**src/rtl/spi_slave_pkg.sv**
```systemverilog
// Shared types and constants for the SPI register-access responder.
package spi_slave_pkg;

  typedef enum logic [1:0] {
    IDLE = 2'd0,
    CMD  = 2'd1,
    RD   = 2'd2,
    WR   = 2'd3
  } state_t;

  localparam int CMD_WR_BIT = 15;
  localparam int FRAME_BITS = 16;
  localparam int CNT_W      = $clog2(FRAME_BITS);

endpackage

```
**src/rtl/spi_slave_bus_sync_edge.sv**
```systemverilog
// N-stage input synchronizer with rise/fall detection on the synchronized level.
module spi_sync_edge #(
  parameter int   STAGES  = 2,
  parameter logic RST_VAL = 1'b0
) (
  input  logic clk,
  input  logic rst_n,
  input  logic din,
  output logic level,
  output logic rise,
  output logic fall
);

  logic [STAGES-1:0] sync_q;
  logic              prev_q;

  always_ff @(posedge clk or negedge rst_n) begin
    if (!rst_n) begin
      sync_q <= {STAGES{RST_VAL}};
      prev_q <= RST_VAL;
    end else begin
      sync_q <= {sync_q[STAGES-2:0], din};
      prev_q <= sync_q[STAGES-1];
    end
  end

  assign level = sync_q[STAGES-1];
  assign rise  = sync_q[STAGES-1] & ~prev_q;
  assign fall  = ~sync_q[STAGES-1] & prev_q;

endmodule

```
**src/rtl/spi_slave_bus.sv**
```systemverilog
// SPI mode-0 responder that turns framed commands into register read requests and write strobes.
//  state | meaning
//  IDLE  | CS high, nothing in flight
//  CMD   | shifting in the 16-bit command word
//  RD    | streaming read data out on SOMI, prefetching the next word
//  WR    | shifting in data words, one write strobe per word
module spi_slave_bus
  import spi_slave_pkg::*;
#(
  parameter int DW          = 16,
  parameter int AW          = 12,
  parameter int SYNC_STAGES = 2
) (
  input  logic          clk,
  input  logic          rst_n,
  input  logic          SCLK,
  input  logic          CS,
  input  logic          SIMO,
  output logic          SOMI,
  output logic          SOMI_OE,
  output logic [AW-1:0] rd_addr,
  output logic          rd_req,
  input  logic [DW-1:0] rd_data,
  output logic [AW-1:0] wr_addr,
  output logic [DW-1:0] wr_data,
  output logic          wr_en,
  output logic          busy
);

  logic sclk_s, sclk_rise, sclk_fall;
  logic cs_s, cs_rise, cs_fall;
  logic simo_s, simo_rise, simo_fall;
  logic unused_edges;

  spi_sync_edge #(.STAGES(SYNC_STAGES), .RST_VAL(1'b0)) u_sync_sclk (
    .clk(clk), .rst_n(rst_n), .din(SCLK),
    .level(sclk_s), .rise(sclk_rise), .fall(sclk_fall)
  );

  spi_sync_edge #(.STAGES(SYNC_STAGES), .RST_VAL(1'b1)) u_sync_cs (
    .clk(clk), .rst_n(rst_n), .din(CS),
    .level(cs_s), .rise(cs_rise), .fall(cs_fall)
  );

  spi_sync_edge #(.STAGES(SYNC_STAGES), .RST_VAL(1'b0)) u_sync_simo (
    .clk(clk), .rst_n(rst_n), .din(SIMO),
    .level(simo_s), .rise(simo_rise), .fall(simo_fall)
  );

  assign unused_edges = ^{sclk_s, cs_rise, cs_fall, simo_rise, simo_fall};

  state_t           state;
  logic [CNT_W-1:0] bit_cnt;
  logic [DW-1:0]    rx_shift;
  logic [DW-1:0]    tx_shift;
  logic [DW-1:0]    rd_hold;
  logic [AW-1:0]    addr;
  logic             hold_pend;

  logic [DW-1:0] rx_next;
  logic [AW-1:0] addr_inc;
  logic          word_done;

  assign rx_next   = {rx_shift[DW-2:0], simo_s};
  assign addr_inc  = addr + 1'b1;
  assign word_done = (bit_cnt == CNT_W'(FRAME_BITS - 1));

  assign SOMI    = tx_shift[DW-1];
  assign busy    = ~cs_s;
  assign SOMI_OE = busy;

  always_ff @(posedge clk or negedge rst_n) begin
    if (!rst_n) begin
      state     <= IDLE;
      bit_cnt   <= '0;
      rx_shift  <= '0;
      tx_shift  <= '0;
      rd_hold   <= '0;
      addr      <= '0;
      hold_pend <= 1'b0;
      rd_addr   <= '0;
      rd_req    <= 1'b0;
      wr_addr   <= '0;
      wr_data   <= '0;
      wr_en     <= 1'b0;
    end else begin
      rd_req    <= 1'b0;
      wr_en     <= 1'b0;
      // rd_data is valid the clk after rd_req; an aborted prefetch may still land here harmlessly
      hold_pend <= rd_req;
      if (hold_pend) rd_hold <= rd_data;

      if (cs_s) begin
        state    <= IDLE;
        tx_shift <= '0;
      end else if (state == IDLE) begin
        state    <= CMD;
        bit_cnt  <= '0;
        rx_shift <= '0;
        tx_shift <= '0;
      end else if (sclk_rise) begin
        rx_shift <= rx_next;
        bit_cnt  <= bit_cnt + 1'b1;
        if (word_done) begin
          case (state)
            CMD: begin
              addr <= rx_next[AW-1:0];
              if (rx_next[CMD_WR_BIT]) begin
                state <= WR;
              end else begin
                state   <= RD;
                rd_addr <= rx_next[AW-1:0];
                rd_req  <= 1'b1;
              end
            end
            RD: begin
              addr    <= addr_inc;
              rd_addr <= addr_inc;
              rd_req  <= 1'b1;
            end
            WR: begin
              wr_addr <= addr;
              wr_data <= rx_next;
              wr_en   <= 1'b1;
              addr    <= addr_inc;
            end
            default: ;
          endcase
        end
      end else if (sclk_fall && state == RD) begin
        // the fall that closes a word presents the prefetched word's MSB before the next rise
        if (bit_cnt == '0) tx_shift <= rd_hold;
        else               tx_shift <= {tx_shift[DW-2:0], 1'b0};
      end
    end
  end

endmodule

```
**config.mk**
```make
export PLATFORM = sky130hd
export DESIGN_NAME = spi_slave_bus
export DESIGN_NICKNAME = d
export VERILOG_FILES = /design/src/rtl/spi_slave_pkg.sv /design/src/rtl/spi_slave_bus_sync_edge.sv /design/src/rtl/spi_slave_bus.sv
export SDC_FILE = /design/constraint.sdc
export NUM_CORES = 1
export LEC_CHECK = 0
export CAP_MARGIN = 40
export CORE_MARGIN = 3
export CORE_UTILIZATION = 55
export DETAILED_ROUTE_END_ITERATION = 10
export HOLD_SLACK_MARGIN = 0.15
export PLACE_DENSITY_LB_ADDON = 0.1
export SYNTH_ARGS = -nofsm -noshare
export SYNTH_HDL_FRONTEND = slang
export SYNTH_SLANG_ARGS = --single-unit
export TNS_END_PERCENT = 5
```
**constraint.sdc**
```tcl
create_clock -name clk -period 2.45 [get_ports clk]
set_input_delay 0.49 -clock clk [delete_from_list [all_inputs] [get_ports clk]]
set_output_delay 0.49 -clock clk [all_outputs]
set_load 0.005 [all_outputs]
```
# [Word level (Yosys, flattened, before mapping)]
# Cells that the tools add are included.
[op_classes] muxes=29 bitwise_logic=6 n_reduce_logical=17 n_eq_ne=6 addsub=2
[ops] op="16-bit 2-to-1 mux" count=5
[ops] op="12-bit case mux with 2 select lines" count=2
[ops] op="15-bit 2-to-1 mux" count=2
[ops] op="12-bit by 1-bit adder with 12-bit output, second input constant" count=1
[ops] op="12-bit 2-to-1 mux" count=1
[ops] op="3-bit nonzero test" count=4
[ops] op="1-bit 2-to-1 mux" count=11
[ops] op="2-bit 2-to-1 mux" count=5
[ops] op="5-bit AND reduction" count=2
[ops] op="4-bit 2-to-1 mux" count=2
[ops] op="6-bit AND reduction" count=1
[ops] op="2-bit nonzero test" count=3
[ops] op="4-bit by 1-bit adder with 4-bit output, second input constant" count=1
[ops] op="2-bit equality test, second input constant" count=2
[ops] op="4-bit equality test, second input constant" count=1
[ops] op="4-bit zero test" count=1
[ops] op="1-bit inverter" count=4
[ops] op="2-bit AND reduction" count=2
[ops] op="3-bit by 1-bit inequality test with 1-bit output, second input constant" count=1
[ops] op="3-bit AND reduction" count=1
[ops] op="1-bit bitwise AND" count=2
[ops] op="2-bit by 1-bit equality test with 1-bit output, second input constant" count=1
[ops] op="2-bit zero test" count=1
[ops] op="2-bit inequality test, second input constant" count=1
[ops] op="3 further kinds" count=3
[word_totals] word_cells=76 output_inout_bits=45 inputBits=21 regBits=115

# [Longest topological paths before layout]
# Gate-level depths: netlist (run 1).
[logic_depth] depth_word=7 mapped_depth=9 ltp_nobuf=6

# [Modules after synthesis]
# A second synthesis (run 1) with hierarchy kept.
[unflattened] hier_cells=427 hier_area_um2=5078.6
[modules_own_cells] module="spi_slave_bus" area_each_um2=4804.6 n_inst=1 cells_each=412 seq_area_each_um2=2702.6
[modules_own_cells] module="spi_sync_edge (u_sync_sclk ...)" area_each_um2=90.1 n_inst=2 cells_each=5 seq_area_each_um2=75.1
[modules_own_cells] module="spi_sync_edge (u_sync_cs)" area_each_um2=93.8 n_inst=1 cells_each=5 seq_area_each_um2=78.8

# [Worst setup path before layout (run 1)]
# OpenSTA, ideal clock, no wires.
[synth_timing] path_kind="reg2reg" startpoint="register state[0]" endpoint="register wr_addr[10]" t_arrival_ns=1.985 n_path_buf=3 path_stages_with_launch=10 setup_ns=0.125 t_required_ns=2.325 setup_slack_ns=0.340 synth_period_minus_slack_ns=2.110 cell_sequence="dfrtp_1 inv_1 ha_1 nor4b_4 and2_1 buf_2 nand2_1 buf_6 buf_6 mux2_4"
[synth_via] elab_chain_cells=3 word_cells_on_any_way=4 classes_between="eq/ne (1); bitwise (1); reduce/logical (2)"
[synth_rtl] item="start: declaration" line="spi_slave_bus.sv:52" text="state_t state;"
[synth_rtl] item="start signal: assignment" line="spi_slave_bus.sv:74" text="state <= IDLE;"
[synth_rtl] item="start signal: assignment" line="spi_slave_bus.sv:94" text="state <= IDLE;"
[synth_rtl] item="start signal: assignment" line="spi_slave_bus.sv:97" text="state <= CMD;"
[synth_rtl] item="2-bit zero test" line="spi_slave_bus.sv:96" text="end else if (state == IDLE) begin"
[synth_rtl] item="1-bit inverter (no source line)"
[synth_rtl] item="5-bit AND reduction (no source line) (*)"
[synth_rtl] item="end signal: assignment" line="spi_slave_bus.sv:122" text="wr_addr <= addr;"
[synth_rtl] item="end: declaration" line="spi_slave_bus.sv:24" text="output logic [AW-1:0] wr_addr,"
# Every way passes the cells marked *; elsewhere a longest branch is shown, timed or not.
# A chain may end at the register's enable or synchronous reset.

# [Worst setup path after layout (run 1)]
[layout_timing] startpoint="register state[1]" endpoint="register addr[0]"
[layout_via] elab_chain_cells=4 word_cells_on_any_way=9 classes_between="eq/ne (3); mux (1); bitwise (1); reduce/logical (4)"
[layout_rtl] item="2-bit equality test" line="spi_slave_bus.sv:105" text="case (state)"
[layout_rtl] item="2-bit OR reduction (no source line)"
[layout_rtl] item="2-bit nonzero test (no source line)"
[layout_rtl] item="5-bit AND reduction (no source line)"
[layout_rtl] item="end signal: assignment" line="spi_slave_bus.sv:107" text="addr <= rx_next[AW-1:0];"
[layout_rtl] item="end signal: assignment" line="spi_slave_bus.sv:117" text="addr <= addr_inc;"
[layout_rtl] item="end signal: assignment" line="spi_slave_bus.sv:125" text="addr <= addr_inc;"
[layout_rtl] item="end: declaration" line="spi_slave_bus.sv:57" text="logic [AW-1:0] addr;"
# Several ways; a longest one is shown, not always the timed one.

==> flow_summary.json, run 1 <==
{
  "status": "complete, no violations",
  "initial_core_util": 0.5704,
  "via_count": 3552,
  "slew_violations": 0,
  "grt_max_degree": 46,
  "skew_ps": 11.18,
  "grt_pass1_wl_um": 18510,
  "synthFlopType": "dfrtp_1",
  "wl_um": 10840,
  "cts_made_buffers": 17,
  "ant_nets": 0,
  "numPortBuffers": 65,
  "wl_per_cell_um": 17.66,
  "netlist_instances": 420,
  "synth_area_leader_cell": "dfrtp_1",
  "design_area_sq_mm": 0.006375,
  "period_needed_ps": 2235,
  "finalCritPeriodShare": 0.9121,
  "core_sq_mm": 0.008763,
  "relSlewSlack": 0.4894,
  "power.density_mw_per_mm2": 692.0,
  "die_area_sq_mm": 0.01027,
  "clock_path_buffers": 2,
  "postCtsSetupRepairBufs": 0,
  "synth_edf_count": 0,
  "vias_per_cell": 5.785,
  "antenna_found_initial": 0,
  "grt_util_all_layers": 0.2328,
  "vdd.ir_drop.worst_uv": 597.2,
  "drive_above_1_share": 0.1957,
  "worstPathRequired_ps": 2840,
  "critPathKind": "reg -> reg",
  "rsz0062_at_grt": "false",
  "synth.top_cells.by_count": "113 x dfrtp_1, 44 x nand2_1, 37 x o21ai_0",
  "setup_viol": 0,
  "endpoint_kind": "register",
  "ys_types": 47,
  "postCtsHoldBufs": 1,
  "fmax_mhz": 447.5,
  "area_delta_synth_final_pct": 27.53,
  "placementRows": 34,
  "cts_resized": 0,
  "cp_data_arrival_time_ps": 2620,
  "tightest_slew_ps": 765.9,
  "hold_viol_final": 0,
  "grt_overflow_total": 0,
  "yosys-top-cells-area": "dfrtp_1 57%, mux2_2 7.9%, o21ai_0 3.7%",
  "syn-cell-area_sq_mm": 0.004999,
  "first_global_vias": 3817,
  "worstSkewPairLatency_ps": 510,
  "hpwl_um": 7012,
  "gp_congestion": 0.8480,
  "synth_top_area_share": 0.5657,
  "dieWidth_um": 101.3,
  "drc_errors": 0,
  "die_h_um": 101.3,
  "clkTransAtPathRegs_ps": 60,
  "fin_setup_tns_ps": 0,
  "yosysMostFrequentCell": "dfrtp_1",
  "crit_fanout": 21,
  "synth_nets": 449,
  "ys_warn_count": 0,
  "first_pass_iters": 5,
  "num_antenna_cells": 0,
  "synth_seq_cells": 115,
  "hp-class": "reg -> reg",
  "maxCapViolCount": 0,
  "synth-seq-area-share": 0.5762,
  "critPathLaunchType": "register",
  "place_area_sq_mm": 0.005797,
  "cts.sinks": 115,
  "nNetsFinal": 522,
  "power.leakage_nw": 3.020,
  "htree_levels": 4,
  "dr.first_iter.drc_count": 238,
  "cts_root_buf": "clkbuf_8",
  "cts_tree": "yes",
  "async_flop_share": 1.000,
  "io_pins": 66,
  "avgSynthCellArea_sq_um": 11.90
}
worst paths after layout:
check,startpoint,endpoint,slack [ps],cells after the start
worst min-delay path,u_sync_simo.sync_q[0],u_sync_simo.sync_q[1],350,0
worst max register to register,state[1],addr[0],220,6
min in group asynchronous,rst_n,addr[2],410,2
max in group asynchronous,rst_n,u_sync_cs.sync_q[0],1390,3
worst max-delay path,state[1],addr[0],220,6
worst min register to register,u_sync_simo.sync_q[0],u_sync_simo.sync_q[1],350,0
cells in the final DEF, fill, tap and decap left out, types with 3 or more instances in the layout:
cell             instances
dfrtp_1                113
clkdlybuf4s50_1         64
nand2_1                 44
o21ai_0                 37
mux2_2                  35
a22o_1                  18
mux2i_1                 17
buf_4                   17
nor2_1                  16
clkbuf_16               16
a21oi_1                 11
mux2_4                   9
nand3_1                  8
ha_1                     8
inv_1                    7
a21o_1                   6
o31ai_1                  5
nor3_1                   5
nand4_1                  4
or3_1                    4
a311oi_1                 4
and3_1                   3
nor4_1                   3
xnor2_1                  3
clkinv_2                 3
clkinv_4                 3
clkinvlp_4               3
layer usage:
metal  up-vias  global-route usage  wire [um]
met5         -                   0          0
met4         0              0.1022        133
met3        15             0.05303        561
met2       105              0.3697       5377
met1      1786              0.3081       4770
li1       1646                   -          -
metrics by stage:
stage	setup WS (ps)	hold WS [ps]	power (mW)	cells	utilization
floorplan	339.7	194.4	2.009	420	-
global placement	367.3	332.9	2.102	581	0.6615
CTS	190.6	350.7	4.455	614	0.7274
detailed placement	256.8	337.3	2.106	581	0.6615
global route	64.62	362.6	4.560	614	0.7274
finish	215.2	348.0	4.411	614	0.7274
logic make-up after synthesis:
| logic type | Yosys count | share of synthesized area |
|---|---|---|
| flops | 115 | 0.5762 |
| simple gates | 99 | 0.09562 |
| compound gates | 97 | 0.1289 |
| mux | 61 | 0.1399 |
| buf+inv | 36 | 0.03229 |
| fa+ha+maj | 8 | 0.02003 |
| xor+xnor | 4 | 0.007010 |
final cells by class:
| type | instances | area, sq um |
|---|---|---|
| clock buffers | 20 | 435.4 |
| clock inverters | 12 | 132.6 |
| fillers | 613 | 2389 |
| inverters | 7 | 26.28 |
| multi-input cells | 269 | 1967 |
| flip-flops and latches | 115 | 2880 |
| well taps | 108 | 135.1 |
| repair buffers | 83 | 798.3 |
registers in the layout, summed over array words and instances, names as in the netlist:
register and flops:
addr 12, bit_cnt 4, hold_pend 1, rd_addr 12, rd_hold 16, rd_req 1, rx_shift 15, state 2
tx_shift 16, u_sync_cs.sync_q 2, u_sync_sclk.prev_q 1, u_sync_sclk.sync_q 2, u_sync_simo.sync_q 2, wr_addr 12, wr_data 16, wr_en 1
worst max-delay path, cell delays in order, from the launching register on:
cell and delay [ps]:
dfrtp_1 400, inv_1 130, ha_1 320, nor4b_4 310, buf_4 290, nand2_1 290
a211o_1 370
where the power goes:
| group | switching, mW | internal (mW) | leakage [nW] |
|---|---|---|---|
| combinational | 0.0840 | 0.0644 | 1.16 |
| clock | 0.866 | 1.47 | 0.271 |
| sequential | 0.0114 | 1.91 | 1.59 |
No activity file was read; power rests on OpenSTA's default activity.
==> inputs of run 2 (changes only) <==
Settings changed: TNS_END_PERCENT 5 to 1.
==> results of run 2 <==
No change in the layout: final DEF, timing and power equal those of run 1.
